==> src/rtl/usb_rx_ctrl_if.sv <==
// usb_rx_ctrl_if - signal bundle between the USB FS line front end
// (edge detector, NRZI decoder, eop_detect), the receive control stage and
// the RX FIFO.
//   d_edge        single-cycle pulse on any D+ transition
//   eop           high while the line is in SE0
//   d_orig        NRZI-decoded, unstuffed bit
//   shift_enable  single-cycle bit-sample strobe
//   rx_data       last stored data byte
//   w_enable      single-cycle FIFO write strobe, rx_data valid alongside
//   receiving     high from packet start until return to idle
//   r_error       sticky packet error flag
// The slave modport is the receive controller; master is whatever drives
// the line-side inputs and consumes the results.
interface usb_rx_ctrl_if;
   logic       d_edge;
   logic       eop;
   logic       d_orig;
   logic       shift_enable;
   logic [7:0] rx_data;
   logic       w_enable;
   logic       receiving;
   logic       r_error;

   modport master (
      output d_edge, eop, d_orig,
      input  shift_enable, rx_data, w_enable, receiving, r_error
   );

   modport slave (
      input  d_edge, eop, d_orig,
      output shift_enable, rx_data, w_enable, receiving, r_error
   );
endinterface

==> src/rtl/usb_rx_ctrl.sv <==
// usb_rx_ctrl - USB full-speed receive control stage.
// Recovers bit timing from d_edge, deserialises decoded bits LSB-first,
// checks the SYNC byte, frames data bytes for the RX FIFO and checks that
// the packet ends on a byte boundary.
// Ports:
//   clk   system clock
//   rst   synchronous, active-high reset
//   bus   usb_rx_ctrl_if.slave (line inputs, FIFO write, status)
// Optional build macro: USB_RX_LEN_CHECK_EN - limits a packet to MAX_BYTES
// data bytes; an overlong packet is flagged in r_error and its extra bytes
// are not written. Without it MAX_BYTES is unused.
//
// state      | meaning
// -----------+----------------------------------------------------------
// S_IDLE     | bus idle, waiting for the first edge of a packet
// S_SYNC     | assembling the SYNC byte
// S_RECEIVE  | assembling data bytes, watching for SE0
// S_STORE    | one cycle: write completed byte to the FIFO
// S_EOP_WAIT | good EOP seen, waiting for the return to J
// S_ERR_EOP  | error seen, waiting for SE0
// S_ERR_IDLE | error seen and SE0 seen, waiting for the return to J
module usb_rx_ctrl #(
   parameter int         CLKS_PER_BIT = 8,
   parameter int         SAMPLE_PHASE = 3,
   parameter logic [7:0] SYNC_BYTE    = 8'h80,
   parameter int         MAX_BYTES    = 64
) (
   input logic          clk,
   input logic          rst,
   usb_rx_ctrl_if.slave bus
);

   localparam int CNT_W = (CLKS_PER_BIT > 1) ? $clog2(CLKS_PER_BIT) : 1;
   localparam logic [CNT_W-1:0] CNT_LAST   = CNT_W'(CLKS_PER_BIT - 1);
   localparam logic [CNT_W-1:0] CNT_SAMPLE = CNT_W'(SAMPLE_PHASE);

   typedef enum logic [2:0] {
      S_IDLE,
      S_SYNC,
      S_RECEIVE,
      S_STORE,
      S_EOP_WAIT,
      S_ERR_EOP,
      S_ERR_IDLE
   } state_t;

   state_t           state_q;
   logic [CNT_W-1:0] clk_cnt_q, clk_cnt_d;
   logic [2:0]       bit_cnt_q, bit_cnt_d;
   logic [7:0]       shreg_q, shreg_d;
   logic             byte_done_q, byte_done_d;
   logic [7:0]       rx_data_q;
   logic             w_enable_q;
   logic             receiving_q;
   logic             r_error_q;
   logic             strobe;
   logic             strobe_bit;
   logic             strobe_eop;
   logic             len_over;

   assign strobe     = (state_q != S_IDLE) && (clk_cnt_q == CNT_SAMPLE);
   // SE0 wins over a pending data bit at the sample point.
   assign strobe_bit = strobe && !bus.eop;
   assign strobe_eop = strobe && bus.eop;

   always_comb begin
      clk_cnt_d   = clk_cnt_q;
      bit_cnt_d   = bit_cnt_q;
      shreg_d     = shreg_q;
      byte_done_d = 1'b0;
      if (bus.d_edge || (state_q == S_IDLE) || (clk_cnt_q == CNT_LAST)) begin
         clk_cnt_d = '0;
      end else begin
         clk_cnt_d = clk_cnt_q + CNT_W'(1);
      end
      // Bit count is realigned in idle so a packet aborted mid-byte cannot
      // skew the next SYNC.
      if (state_q == S_IDLE) begin
         bit_cnt_d = '0;
      end else if (strobe_bit) begin
         shreg_d     = {bus.d_orig, shreg_q[7:1]};
         bit_cnt_d   = bit_cnt_q + 3'd1;
         byte_done_d = (bit_cnt_q == 3'd7);
      end
   end

   always_ff @(posedge clk) begin
      if (rst) begin
         clk_cnt_q   <= '0;
         bit_cnt_q   <= '0;
         shreg_q     <= 8'h00;
         byte_done_q <= 1'b0;
      end else begin
         clk_cnt_q   <= clk_cnt_d;
         bit_cnt_q   <= bit_cnt_d;
         shreg_q     <= shreg_d;
         byte_done_q <= byte_done_d;
      end
   end

`ifdef USB_RX_LEN_CHECK_EN
   localparam int BC_W = $clog2(MAX_BYTES + 1);
   localparam logic [BC_W-1:0] BC_MAX = BC_W'(MAX_BYTES);

   logic [BC_W-1:0] byte_cnt_q;

   assign len_over = (byte_cnt_q == BC_MAX);

   always_ff @(posedge clk) begin
      if (rst || (state_q == S_IDLE)) begin
         byte_cnt_q <= '0;
      end else if ((state_q == S_RECEIVE) && byte_done_q && !len_over) begin
         byte_cnt_q <= byte_cnt_q + BC_W'(1);
      end
   end
`else
   logic unused_max_bytes;

   assign len_over         = 1'b0;
   assign unused_max_bytes = ^MAX_BYTES;
`endif

   // Outputs are registered; w_enable/rx_data are loaded on entry to
   // S_STORE so they are valid during the S_STORE cycle itself.
   always_ff @(posedge clk) begin
      if (rst) begin
         state_q     <= S_IDLE;
         rx_data_q   <= 8'h00;
         w_enable_q  <= 1'b0;
         receiving_q <= 1'b0;
         r_error_q   <= 1'b0;
      end else begin
         w_enable_q <= 1'b0;
         case (state_q)
            S_IDLE: begin
               if (bus.d_edge) begin
                  state_q     <= S_SYNC;
                  receiving_q <= 1'b1;
               end
            end
            S_SYNC: begin
               if (byte_done_q) begin
                  if (shreg_q == SYNC_BYTE) begin
                     state_q   <= S_RECEIVE;
                     r_error_q <= 1'b0;
                  end else begin
                     state_q   <= S_ERR_EOP;
                     r_error_q <= 1'b1;
                  end
               end else if (strobe_eop) begin
                  state_q   <= S_ERR_EOP;
                  r_error_q <= 1'b1;
               end
            end
            S_RECEIVE: begin
               if (byte_done_q) begin
                  if (len_over) begin
                     state_q   <= S_ERR_EOP;
                     r_error_q <= 1'b1;
                  end else begin
                     state_q    <= S_STORE;
                     rx_data_q  <= shreg_q;
                     w_enable_q <= 1'b1;
                  end
               end else if (strobe_eop) begin
                  if (bit_cnt_q == 3'd0) begin
                     state_q <= S_EOP_WAIT;
                  end else begin
                     state_q   <= S_ERR_IDLE;
                     r_error_q <= 1'b1;
                  end
               end
            end
            S_STORE: begin
               state_q <= S_RECEIVE;
            end
            S_EOP_WAIT: begin
               if (bus.d_edge) begin
                  state_q     <= S_IDLE;
                  receiving_q <= 1'b0;
               end
            end
            S_ERR_EOP: begin
               if (strobe_eop) begin
                  state_q <= S_ERR_IDLE;
               end
            end
            S_ERR_IDLE: begin
               if (bus.d_edge) begin
                  state_q     <= S_IDLE;
                  receiving_q <= 1'b0;
               end
            end
            default: begin
               state_q     <= S_IDLE;
               receiving_q <= 1'b0;
            end
         endcase
      end
   end

   assign bus.shift_enable = strobe;
   assign bus.rx_data      = rx_data_q;
   assign bus.w_enable     = w_enable_q;
   assign bus.receiving    = receiving_q;
   assign bus.r_error      = r_error_q;

endmodule
==> src/flat_wrapper.sv <==
// flat-port wrapper written by rule: the top's interface ports become plain ports
module usb_rx_ctrl_flat 
#(
   parameter int         CLKS_PER_BIT = 8,
   parameter int         SAMPLE_PHASE = 3,
   parameter logic [7:0] SYNC_BYTE    = 8'h80,
   parameter int         MAX_BYTES    = 64
)
  (clk, rst, bus_d_edge, bus_eop, bus_d_orig, bus_shift_enable, bus_rx_data, bus_w_enable, bus_receiving, bus_r_error);
  usb_rx_ctrl_if bus_i ();
  input logic clk;
  input logic rst;
  input wire logic [$bits(bus_i.d_edge)-1:0] bus_d_edge;
  input wire logic [$bits(bus_i.eop)-1:0] bus_eop;
  input wire logic [$bits(bus_i.d_orig)-1:0] bus_d_orig;
  output wire logic [$bits(bus_i.shift_enable)-1:0] bus_shift_enable;
  output wire logic [$bits(bus_i.rx_data)-1:0] bus_rx_data;
  output wire logic [$bits(bus_i.w_enable)-1:0] bus_w_enable;
  output wire logic [$bits(bus_i.receiving)-1:0] bus_receiving;
  output wire logic [$bits(bus_i.r_error)-1:0] bus_r_error;
  assign bus_i.d_edge = bus_d_edge;
  assign bus_i.eop = bus_eop;
  assign bus_i.d_orig = bus_d_orig;
  assign bus_shift_enable = bus_i.shift_enable;
  assign bus_rx_data = bus_i.rx_data;
  assign bus_w_enable = bus_i.w_enable;
  assign bus_receiving = bus_i.receiving;
  assign bus_r_error = bus_i.r_error;
  usb_rx_ctrl #(.CLKS_PER_BIT(CLKS_PER_BIT), .SAMPLE_PHASE(SAMPLE_PHASE), .SYNC_BYTE(SYNC_BYTE), .MAX_BYTES(MAX_BYTES)) u_core (.clk(clk), .rst(rst), .bus(bus_i));
endmodule
==> config.mk <==
export PLATFORM = sky130hd
export DESIGN_NAME = usb_rx_ctrl_flat
export DESIGN_NICKNAME = d
export VERILOG_FILES = /design/src/rtl/usb_rx_ctrl_if.sv /design/src/rtl/usb_rx_ctrl.sv /design/src/flat_wrapper.sv
export SDC_FILE = /design/constraint.sdc
export NUM_CORES = 1
export LEC_CHECK = 0
export ABC_AREA = 1
export CAP_MARGIN = 5
export CORE_MARGIN = 2
export CORE_UTILIZATION = 46
export CTS_CLUSTER_SIZE = 10
export DETAILED_ROUTE_END_ITERATION = 8
export PLACE_DENSITY_LB_ADDON = 0.05
export SETUP_SLACK_MARGIN = 0.3
export SYNTH_ARGS = -nofsm -noshare
export SYNTH_HDL_FRONTEND = slang
export SYNTH_SLANG_ARGS = --single-unit
==> constraint.sdc <==
create_clock -name clk -period 3.7 [get_ports clk]
set_clock_uncertainty 0.2 [all_clocks]
set_input_delay 0.74 -clock clk [delete_from_list [all_inputs] [get_ports clk]]
set_output_delay 0.74 -clock clk [all_outputs]
set_load 0.005 [all_outputs]
==> results.md, run 1 <==
* Status: completed
* Initial DRC count at a little over 40
* Syn Nets at 192
* Clk Latency, worst-skew pair at 0.33 ns
* Fin crit share at 71.0%
* Sink Count at 29
* Worst vdd ir at about 0.40 mV
* Final net count at approximately 210
* Area grow syn2layout at 18.2%
* Clock tree root driver cell: clkbuf_4
* RSZ-0062 raised after global routing: no
* Synth warn at 0
* Library cells used by synthesis at 21
* Post-synth top area share at 43.5%
* Startpoint types: register
* Vias per Instance at 5.04
* Normalized max-slew margin at 58.5%
* Vias in the first global route at roughly 1100
* Final hold viol count at 0
* Post_cts resized at 0
* Die W at 57.9 um
* CTS tree: built
* Worst path buffer plus inverter count at 2
* Slew Viols, Final at 0
* CP max-delay cell: clkdlybuf4s50_1
* PortBufs at 16
* CP Data Arrival Time at 1.69 ns
* Post-Syn Instances at 181
* Htree depth at 2
* Via count at 1175
* Fill count at 285
* Max cap viols at 0
* DPL Wire Length at 1900 um
* Initial antenna violation count at 0
* PD cells at 503 nW/um^2
* Largest area contributor in the netlist: dfxtp_1
* Worst path cell trace: ha_1 -> ha_1 -> inv_1 -> nor2_1 -> clkdlybuf4s50_1
* Antenna Cells at 0
* Cts hold-fix bufs at 0
* Core footprint at roughly 2800 um^2
* Die Ht at 57.9 um
* Drt drc at 0
* Register area at between 500 and 600 um^2
* Share of cells above drive strength 1 at 10.9%
* Pleak at 0.672 nW
* Clock Tree Buf Depth at 2
* Post-route ant nets at 0
* Fin Setup TNS at 0 ns
* Min cycle time layout at around 2.6 ns
* Pwr Total at 0.793 mW
* WS Path Type: register to output port
* Global-route wire length before repair at ~4400 um
* Slew @ Worst Pin at 0.621 ns
* Setup ws final at 1.07 ns
* CP max stage delay at 0.50 ns
* Gr usage total at 17.2%
* Initial core utilization at 48.4%
* Max frequency at 380 MHz
* Syn avg cell area at 7.38 um^2
* Hold crit path type: register to register
* Crit-path leading delay family: buffers and inverters
* DR WL/cell at 10.9 um
* First-pass iteration count of the detailed router at 4
* Die area at 3350 um^2
* Pre-CTS WS at 1.20 ns
* Site Rows at 19
* Routability cong. at roughly 0.8
* CTS buffer count at 5
* Crit path max fanout at 2
* Cell area after synthesis at 1340 um^2
* Setup bufs post-CTS at 0
* Register area share after synthesis at 43.5%
* Crit-path most repeated cell: ha_1
* Post-Layout Cell Count at around 230
* Final setup viols at 0
* Num ports at 17
* CP endpoint kind: output port
* Placed Cells at 225
* Worst-path clk slew at 0.09 ns
* GRT overflow at 0
* Commonest non-fill, non-tap cells in the layout: nor2_1 (29), dfxtp_1 (29), nand2_1 (26)
* FF+latch count, synth at 29
* Largest cells by area after synthesis: dfxtp_1 (43%), nor2_1 (8.2%), nand2_1 (7.3%)
* WL final at 2540 um
* Largest net degree at the start of global routing at 20
* Footprint of the multi-input gates at 631 um^2
* Critical Path RT at 2.76 ns
## per-layer routing
metal	vias up	GRT usage [%]	routed length, um
met3	9	5.36	115
met4	0	9.97	61
met2	18	27.1	1120
met5	-	0	0
met1	528	20.8	1240
li1	620	-	-
## final cells by class
type	instances	area share (%)
sequential	29	36.8
timing repair buffer	16	10.2
clock inverter	1	0.317
inverter	26	6.19
clock buffer	7	4.12
multi-input combinational	123	40.0
tap	31	2.46
## cells in the mapped netlist
master / n
dfxtp_1: 29
clkbuf_1: 1
nand3_1: 9
o21ai_0: 17
nor3_4: 1
ha_1: 6
a21oi_2: 3
nand4_1: 1
inv_1: 21
a21oi_1: 14
o21ai_1: 8
nor3_1: 2
inv_2: 5
o21bai_1: 1
buf_6: 2
nor2_2: 1
a21boi_0: 1
nor2_1: 29
nand2_2: 3
nand3_2: 1
nand2_1: 26
## registers in the layout (all words and copies together) (netlist names)
signal and count:
u_core.bus.r_error 1, u_core.byte_done_q 1, u_core.shreg_q 8, u_core.state_q 3, u_core.bit_cnt_q 3, u_core.bus.rx_data 8, u_core.bus.w_enable 1, u_core.clk_cnt_q 3
u_core.bus.receiving 1
## worst paths after layout
path / end / slack [ns] / startpoint / cells past startpoint
max reg2reg: u_core.shreg_q[6] / 1.67 / u_core.clk_cnt_q[0] / 7
max: bus_shift_enable / 1.07 / u_core.clk_cnt_q[0] / 5
min reg2reg: u_core.clk_cnt_q[0] / 0.23 / u_core.clk_cnt_q[0] / 1
min: u_core.clk_cnt_q[0] / 0.23 / u_core.clk_cnt_q[0] / 1
## report_power, final
part | total [mW] | internal (mW) | switching (mW)
Sequential | 0.355 | 0.335 | 0.0206
Clock | 0.221 | 0.110 | 0.111
Combinational | 0.217 | 0.0793 | 0.137
Total | 0.793 | 0.524 | 0.269
## worst register-to-register path, stage by stage, from the launching register on
cell     delay, ns
dfxtp_1       0.34
ha_1          0.17
ha_1          0.17
inv_1         0.08
nor3_4        0.55
inv_2         0.18
o21ai_0       0.18
a21oi_1       0.06
## cell families after synthesis
group | share of synthesized area (%)
DFF | 43.5
buffers and inverters | 9.28
and+or+nand+nor | 23.9
adders and majority gates | 5.62
AOI/OAI and AO/OA | 17.7
## per-stage QoR
step                      hold WS, ns  area (um^2)  util, %
final                           0.233         1580     57.2
after floorplan                 0.199         1340        -
after global placement          0.207         1510     54.7
after global routing            0.250         1580     57.2
after detailed placement        0.228         1510     54.7
after CTS                       0.241         1580     57.2
No activity file was read; power rests on OpenSTA's default activity.
==> run 2: changes to the inputs <==
==> constraint.sdc (replaced) <==
create_clock -name clk -period 2.23 [get_ports clk]
set_clock_uncertainty 0.2 [all_clocks]
set_input_delay 0.446 -clock clk [delete_from_list [all_inputs] [get_ports clk]]
set_output_delay 0.446 -clock clk [all_outputs]
set_load 0.005 [all_outputs]
==> run 2 against run 1 <==
Net effect:
- final area rose by 3.5%
- wire length rose by 4.7%
- combinational power rose by 75%
- core utilization rose by 2.0 points
- critical endpoint unchanged
- highest routed layer unchanged
==> results.md, run 2 (synthesized netlist as in run 1, its figures left out) <==
* First-pass iteration count of the detailed router at 4
* WL final at 2650 um
* Critical Path RT at 1.58 ns
* Core footprint at 2760 um^2
* Die W at roughly 58 um
* CTS tree: built
* PD cells at 825 nW/um^2
* Htree depth at 2
* Site Rows at 19
* WS Path Type: register to output port
* Worst-path clk slew at 0.08 ns
* Global-route wire length before repair at 4620 um
* Pwr Total at ~1.3 mW
* Normalized max-slew margin at 66.7%
* Commonest non-fill, non-tap cells in the layout: nor2_1 (27), nand2_1 (26), dfxtp_1 (25)
* RSZ-0062 raised after global routing: no
* Clock tree root driver cell: clkbuf_4
* Max frequency at 539 MHz
* Status: completed
* Clock power frac at 27.3%
* Initial DRC count at 37
* Final net count at 215
* Initial core utilization at between 40% and 50%
* Share of cells above drive strength 1 at 17.1%
* DPL Wire Length at approximately 1900 um
* Layout Utilization at 59.2%
* Max cap viols at 0
* PortBufs at 16
* Antenna Cells at 0
* Final hold viol count at 0
* Clock Tree Buf Depth at 2
* Gr usage total at 18.4%
* Hold crit path type: register to register
* Pleak at 0.691 nW
* Setup ws final at 0.376 ns
* Crit path max fanout at 2
* Share of power burned in combinational logic at 28.2%
* Routability cong. at 0.875
* Initial antenna violation count at 0
* Die Ht at 57.9 um
* P_int at 0.882 mW
* Post-route ant nets at 0
* Slew Viols, Final at 0
* GRT overflow at 0
* Final setup viols at 0
* Fin crit share at between 80% and 90%
* Largest net degree at the start of global routing at 20
* Most common cell after layout, fill and taps aside: nor2_1
* Slew @ Worst Pin at 0.500 ns
* Vias per Instance at between 5 and 6
* CP Data Arrival Time at 1.21 ns
* Startpoint types: register
* Die area at between 3000 and 4000 um^2
* Fill count at 252
* Register area at 586 um^2
* CTS buffer count at 5
* Worst vdd ir at 0.601 mV
* Pre-CTS WS at 0.224 ns
* CP endpoint kind: output port
* Fin Setup TNS at 0 ns
* Min cycle time layout at 1.85 ns
* Clk Latency, worst-skew pair at 0.34 ns
* Drt drc at 0
* Via count at about 1200
* Sink Count at 29
* Area grow syn2layout at 22.3%
* NetSw at 0.465 mW
* Num ports at 17
* Footprint of the multi-input gates at around 660 um^2
* Sw Ratio at 34.5%
* Worst hold slack at 0.235 ns
* Seq pwr share at 44.5%
* Vias in the first global route at 1071
* DR WL/cell at 11.2 um
-- run 2: repair_timing --
item	4_1_cts	5_1_grt
pin swaps	1	0
resized for setup	14	2
buffers inserted	1	0
hold buffers	0	0
setup endpoints to repair	1	1
-- run 2: area by class of cell --
cell class / count / share of cell area [%]
multi-input cells: 123 / 40.5
clock inverters: 1 / 0.307
repair buffers: 19 / 10.9
clock buffers: 7 / 3.98
well taps: 31 / 2.38
flip-flops and latches: 29 / 35.9
inverters: 26 / 6.13
-- run 2: worst paths after layout --
kind	start	endpoint	slack [ns]	depth (start not counted)
hold / removal	u_core.clk_cnt_q[0]	u_core.clk_cnt_q[0]	0.24	1
hold reg to reg	u_core.clk_cnt_q[0]	u_core.clk_cnt_q[0]	0.24	1
setup / recovery	u_core.clk_cnt_q[0]	bus_shift_enable	0.38	5
setup reg to reg	u_core.state_q[1]	u_core.bus.rx_data[0]	0.60	8
-- run 2: per-layer routing --
metal	track usage, %	share of wire (%)
met1	22.4	47
met2	28.7	46
met4	7.97	2.8
met3	7.37	4.3
met5	0	0
-- run 2: through the flow --
step | std cells | cell area, um^2
final | 236 | 1630
after global placement | 227 | 1520
after floorplan | 181 | 1340
after detailed placement | 227 | 1520
after CTS | 236 | 1630
after global routing | 236 | 1630
-- run 2: critical path, cell delays in order, from the launching register on --
cell and delay [ns]:
dfxtp_2 0.34, ha_4 0.16, ha_4 0.15, inv_2 0.07, nor2_2 0.04, buf_2 0.11
-- run 2: power groups by stage --
stage / sequential (mW) / combinational [mW] / clock, mW
after floorplan: 0.594 / 0.274 / 0
after global placement: 0.599 / 0.355 / 0
after detailed placement: 0.601 / 0.360 / 0
after CTS: 0.598 / 0.371 / 0.376
after global routing: 0.605 / 0.433 / 0.401
final: 0.599 / 0.379 / 0.368
